### src/rtl/if_id_stage_if.sv
// Fetch-side bus of the IF stage: hazard/redirect controls, instruction ROM port
// and the IF/ID register contents presented to decode.
interface if_id_stage_if;
  logic        stop;
  logic        jump;
  logic [31:0] jump_pc;
  logic [31:0] irom_inst;
  logic [31:0] irom_addr;
  logic [31:0] id_pc;
  logic [31:0] id_pc4;
  logic [31:0] id_inst;
  logic        id_have_inst;
  logic [31:0] fetch_cnt;

  // master: the fetch stage itself; slave: hazard unit, EX, ROM and decode
  modport master (
    input  stop, jump, jump_pc, irom_inst,
    output irom_addr, id_pc, id_pc4, id_inst, id_have_inst, fetch_cnt
  );
  modport slave (
    output stop, jump, jump_pc, irom_inst,
    input  irom_addr, id_pc, id_pc4, id_inst, id_have_inst, fetch_cnt
  );
endinterface

### src/rtl/if_id_stage.sv
// Instruction fetch + IF/ID pipeline register. Owns the PC, honours jump (flush)
// over stop (hold), otherwise advances by one word per cycle.
module if_id_stage #(
  parameter logic [31:0] RESET_PC = 32'h0000_0000
) (
  input  logic          clk,
  input  logic          reset,
  if_id_stage_if.master bus
);

  logic [31:0] pc_q, pc_d;
  logic [31:0] id_pc_q, id_pc_d;
  logic [31:0] id_pc4_q, id_pc4_d;
  logic [31:0] id_inst_q, id_inst_d;
  logic        id_have_q, id_have_d;
  logic [31:0] cnt_q, cnt_d;
  logic [31:0] pc_plus4;

  assign pc_plus4 = pc_q + 32'd4;

  always_comb begin
    pc_d      = pc_q;
    id_pc_d   = id_pc_q;
    id_pc4_d  = id_pc4_q;
    id_inst_d = id_inst_q;
    id_have_d = id_have_q;
    cnt_d     = cnt_q;
    if (bus.jump) begin
      // Redirect squashes the wrong-path fetch; the bubble is not counted
      pc_d      = {bus.jump_pc[31:2], 2'b00};
      id_pc_d   = '0;
      id_pc4_d  = '0;
      id_inst_d = '0;
      id_have_d = 1'b0;
    end else if (!bus.stop) begin
      pc_d      = pc_plus4;
      id_pc_d   = pc_q;
      id_pc4_d  = pc_plus4;
      id_inst_d = bus.irom_inst;
      id_have_d = 1'b1;
      cnt_d     = cnt_q + 32'd1;
    end
  end

  always_ff @(posedge clk or negedge reset) begin
    if (!reset) begin
      pc_q      <= RESET_PC;
      id_pc_q   <= '0;
      id_pc4_q  <= '0;
      id_inst_q <= '0;
      id_have_q <= 1'b0;
      cnt_q     <= '0;
    end else begin
      pc_q      <= pc_d;
      id_pc_q   <= id_pc_d;
      id_pc4_q  <= id_pc4_d;
      id_inst_q <= id_inst_d;
      id_have_q <= id_have_d;
      cnt_q     <= cnt_d;
    end
  end

  assign bus.irom_addr    = pc_q;
  assign bus.id_pc        = id_pc_q;
  assign bus.id_pc4       = id_pc4_q;
  assign bus.id_inst      = id_inst_q;
  assign bus.id_have_inst = id_have_q;
  assign bus.fetch_cnt    = cnt_q;

endmodule

### src/flat_wrapper.sv
// flat-port wrapper written by rule: the top's interface ports become plain ports
module if_id_stage_flat 
#(
  parameter logic [31:0] RESET_PC = 32'h0000_0000
)
  (clk, reset, bus_stop, bus_jump, bus_jump_pc, bus_irom_inst, bus_irom_addr, bus_id_pc, bus_id_pc4, bus_id_inst, bus_id_have_inst, bus_fetch_cnt);
  if_id_stage_if bus_i ();
  input  logic clk;
  input  logic reset;
  input wire logic [$bits(bus_i.stop)-1:0] bus_stop;
  input wire logic [$bits(bus_i.jump)-1:0] bus_jump;
  input wire logic [$bits(bus_i.jump_pc)-1:0] bus_jump_pc;
  input wire logic [$bits(bus_i.irom_inst)-1:0] bus_irom_inst;
  output wire logic [$bits(bus_i.irom_addr)-1:0] bus_irom_addr;
  output wire logic [$bits(bus_i.id_pc)-1:0] bus_id_pc;
  output wire logic [$bits(bus_i.id_pc4)-1:0] bus_id_pc4;
  output wire logic [$bits(bus_i.id_inst)-1:0] bus_id_inst;
  output wire logic [$bits(bus_i.id_have_inst)-1:0] bus_id_have_inst;
  output wire logic [$bits(bus_i.fetch_cnt)-1:0] bus_fetch_cnt;
  assign bus_i.stop = bus_stop;
  assign bus_i.jump = bus_jump;
  assign bus_i.jump_pc = bus_jump_pc;
  assign bus_i.irom_inst = bus_irom_inst;
  assign bus_irom_addr = bus_i.irom_addr;
  assign bus_id_pc = bus_i.id_pc;
  assign bus_id_pc4 = bus_i.id_pc4;
  assign bus_id_inst = bus_i.id_inst;
  assign bus_id_have_inst = bus_i.id_have_inst;
  assign bus_fetch_cnt = bus_i.fetch_cnt;
  if_id_stage #(.RESET_PC(RESET_PC)) u_core (.clk(clk), .reset(reset), .bus(bus_i));
endmodule
### config.mk
export PLATFORM = sky130hd
export DESIGN_NAME = if_id_stage_flat
export DESIGN_NICKNAME = d
export VERILOG_FILES = /design/src/rtl/if_id_stage_if.sv /design/src/rtl/if_id_stage.sv /design/src/flat_wrapper.sv
export SDC_FILE = /design/constraint.sdc
export NUM_CORES = 1
export LEC_CHECK = 0
export ABC_CLOCK_PERIOD_IN_PS = 6400
export BUFFER_PORTS_ARGS = -buffer_cell sky130_fd_sc_hd__buf_2
export CAP_MARGIN = 20
export CORE_MARGIN = 2
export CORE_UTILIZATION = 40
export DETAILED_ROUTE_END_ITERATION = 10
export GPL_TIMING_DRIVEN = 0
export PLACE_DENSITY = 0.64
export SETUP_SLACK_MARGIN = 0.02
export SYNTH_ARGS = -nofsm -noshare
export SYNTH_HDL_FRONTEND = slang
export SYNTH_SLANG_ARGS = --single-unit
export TNS_END_PERCENT = 5
### constraint.sdc
create_clock -name clk -period 6.4 [get_ports clk]
set_input_delay 0.32 -clock clk [delete_from_list [all_inputs] [get_ports clk]]
set_output_delay 0.32 -clock clk [all_outputs]
set_load 0.1 [all_outputs]
==> results.md <==
Status:
- The run finished with clean final reports.

Pwr:
- The leakage power is 4.679 nW.
- The maximum VDD drop is 0.0001801 V.
- For this design the ratio of total power to cell area is 320.2 nW/um2.

CTS:
- Clock-pin slew was measured on the worst setup and hold paths at 0.07 ns.
- In this run the number of H-tree levels came out at 4.
- The maximum clock path buffer count is 2.
- The number of gates resized after CTS was 0.
- The CTS root buffer is sky130_fd_sc_hd__clkbuf_16.
- TritonCTS built the clock tree.
- The number of clock sinks seen by CTS is 156.
- The number of CTS-inserted buffers is 17.
- Clock latency on the worst-skew pair, taken at its later pin, is 0.43 ns.

Cells and area:
- The most frequent standard cell in the layout excluding fill and tap cells is sky130_fd_sc_hd__buf_2.
- The share of layout cells above drive strength 1 is 28.07%.
- The number of filler instances in the final layout is 1768.
- Leaving out fill and tap cells, the most frequent cells in the layout are sky130_fd_sc_hd__buf_2 (233), sky130_fd_sc_hd__dfrtp_1 (156), sky130_fd_sc_hd__nor2_1 (104).
- The net count of the finished layout is 1058.
- The end-of-flow core utilization is 51.54%.
- Compared with the post-synthesis result, the final layout area differs by 27.47%.

Global routing:
- The number of antenna violations at the first check in global routing is 2.
- The global-route wire length before repair is 35.91 mm.
- The pin count of the biggest net entering global routing is 84.
- After global routing the overflow that remains totals 0.
- The number of global-route vias before repair is 6424.
- The total routing usage reported by global routing is 23.26%.

Routing:
- The first-pass detailed-route iteration total is 5.
- The number of nets still failing antenna checks after routing is 0.
- The first routing iteration left 453 violations.
- The post-detailed-routing wire length is 22.72 mm.
- For this block, the via count after detailed routing is 6653.
- The DRC violations left is 0.
- Dividing the detail-routed wire length by the instance count gives 18.38 um.
- The vias per cell is 5.383.

STA:
- The max-slew violation count is 0.
- Setup repair after global routing left no endpoint under its margin.
- Across the routed clock network, the largest skew measured is 0.008644 ns.
- The fmax is 372.2 MHz.
- At the pin with the least slew margin, the transition time is 0.8245 ns.
- The final number of setup-violating endpoints is 0.
- The part of the cycle the worst path needs is 41.98%.
- The worst path in the final design needs a cycle of 2.687 ns, including I/O delays and setup.
- The number of failing hold endpoints at the final stage came to 0.
- The total negative slack is 0 ns.
- The max-slew headroom at the worst pin is 44.57%.
- The worst path meets setup with 3.713 ns of slack.

Place:
- Routability-driven placement finished with a final weighted congestion of 0.8822.
- The placed wire-length estimate is 16.14 mm.
- At the placement stage, the worst setup path has a slack of 3.253 ns.
- During placement, the flow inserted port buffers numbering 224.

Setup path:
- At the worst endpoint, the arrival time is 2.99 ns.
- In this run the worst path has a maximum fanout of 10.
- The classification of the worst setup path is in -> reg.
- Broken down by cell family, the worst path's largest delay share belongs to buffers and inverters.
- The required time of the worst setup path is 6.70 ns.
- The most numerous cell type found on the critical path is sky130_fd_sc_hd__clkbuf_1.
- The element type at the critical path end is a register.
- On the worst path, the slowest cell contributes a delay of 0.63 ns.
- The worst setup path is launched from a primary input.
- Together, buffers and inverters on the worst path number 5.
- The signal on the critical path passes through buf_2, clkbuf_1, clkbuf_1, clkbuf_1, clkbuf_1, mux2i_1, nor2_1.
- The cell at the slowest stage of the critical path is sky130_fd_sc_hd__clkbuf_1.

Die:
- The overall die area is 19830 um2.
- The die is 140.8 um tall.
- The total I/O pin count is 229.
- Row generation in the floorplan step produced 50 rows.
- In this run the standard cell core region covers 18520 um2.
- The die extent in x is 140.8 um.
- The initial utilization of the core area, before any placement, comes to 40.43%.

Synthesis:
- In this run, synthesis inferred 0 flip-flops with an integrated enable.
- The dominant register cell in the synthesized netlist is sky130_fd_sc_hd__dfrtp_1.
- The mapped netlist covers 7487 um2.
- In the synthesized netlist the async set-or-reset flop fraction comes to 100.0%.
- The distinct cell type count after synthesis is 55.
- The mean instance size in the synthesized netlist is 10.10 um2.
- The number of warnings issued by yosys is 0.
- After synthesis the netlist holds a flip-flop and latch count of 156.
- Counting every instance in the synthesized netlist gives 741.
- Summing the sequential cell areas from Yosys gives 52.14% of the chip area.

Worst hold path:
- The class of the tightest hold or removal check is in -> reg.

Job:
- Max-cap violations in this run came to 0.
## state kept, by name (all words and copies together) (netlist names)
name and count:
u_core.bus.fetch_cnt 32, u_core.bus.id_inst 32, u_core.bus.id_pc4 31, u_core.bus.id_pc 30, u_core.bus.irom_addr 30, u_core.bus.id_have_inst 1
## layer usage
metal,GRT usage [%],vias to the layer above,part of all wire (%)
met2,36.12,224,47
met1,31.97,3266,44
met3,6.352,33,7.0
met4,7.158,2,2.0
met5,0,-,0.057
li1,-,3128,-
## path summary, 6_finish.rpt
kind | start | endpoint | slack (ns) | depth (start not counted)
min in group asynchronous | reset | u_core.bus.id_pc[13] | 0.45 | 2
max in group asynchronous | reset | u_core.bus.id_pc[30] | 5.14 | 3
max | bus_stop | u_core.bus.id_inst[29] | 3.71 | 7
min | bus_jump_pc[6] | u_core.bus.irom_addr[6] | 0.1 | 3
min reg2reg | u_core.bus.fetch_cnt[31] | u_core.bus.fetch_cnt[31] | 0.46 | 1
max reg2reg | u_core.bus.irom_addr[2] | u_core.bus.irom_addr[28] | 3.82 | 5
## where the power goes
group | internal, mW | switching (mW)
registers | 1.06 | 0.0730
clock network | 0.566 | 0.445
logic | 0.157 | 0.755
## cell usage after synthesis (all sizes together), types with 3 or more instances
cell type | instances | area share [%]
a2111oi | 3 | 0.43
a211o | 3 | 0.35
a211oi | 10 | 1.0
a21oi | 13 | 0.87
a221oi | 3 | 0.35
a311oi | 10 | 1.2
a31oi | 5 | 0.42
and2 | 3 | 0.25
and3 | 10 | 0.84
and4 | 9 | 1.1
buf | 18 | 1.4
clkbuf | 42 | 2.1
dfrtp | 156 | 52
inv | 12 | 0.60
mux2i | 58 | 7.8
nand2 | 53 | 2.7
nand3 | 22 | 1.5
nand4 | 30 | 2.7
nand4b | 5 | 0.58
nor2 | 104 | 5.2
nor2b | 4 | 0.33
nor3 | 14 | 0.94
nor4 | 12 | 1.1
o211ai | 5 | 0.50
o21ai | 29 | 1.9
or3 | 16 | 1.3
or4 | 13 | 1.4
xnor2 | 47 | 5.5
xor2 | 10 | 1.2
## per-stage QoR
step / cell area (um2) / hold WS [ns] / power [mW] / cells
floorplan: 7491 / 0.02441 / 1.863 / 742
global placement: 8905 / 0.4546 / 2.055 / 1200
detailed placement: 8942 / 0.3373 / 2.064 / 1201
CTS: 9537 / 0.09196 / 3.073 / 1234
global route: 9544 / 0.1028 / 3.172 / 1236
finish: 9544 / 0.09802 / 3.056 / 1236
## logic make-up after synthesis
| group | synth area share [%] |
|---|---|
| DFF | 52.14 |
| buffers and inverters | 4.195 |
| muxes | 7.904 |
| and+or+nand+nor | 20.67 |
| other | 0.05009 |
| adders and majority gates | 0.3342 |
| xor gates and xnor gates | 6.668 |
| AOI/OAI and AO/OA | 8.038 |
## layout make-up
class	count	area [um2]	area share, %
well taps	234	292.8	3.068
flip-flops and latches	156	3904	40.90
inverters	13	48.80	0.5113
multi-input cells	513	3273	34.29
repair buffers	227	1174	12.30
clock buffers	20	456.7	4.785
clock inverters	12	127.6	1.337
plain buffers	60	265.3	2.779
diodes	1	2.502	0.02622
## worst register-to-register path, stage by stage (launching register included)
cell,delay [ns]
sky130_fd_sc_hd__dfrtp_1,0.50
sky130_fd_sc_hd__ha_1,0.28
sky130_fd_sc_hd__nand4b_1,0.48
sky130_fd_sc_hd__or4_1,0.73
sky130_fd_sc_hd__or3_1,0.36
sky130_fd_sc_hd__a31oi_1,0.16
## what timing repair did
action,CTS,global route
endpoints found under the setup margin,0,0
setup buffers,0,0
hold buffers,1,0
hold endpoints to repair,73,0
Note: power is estimated with default switching activity, not from simulation.
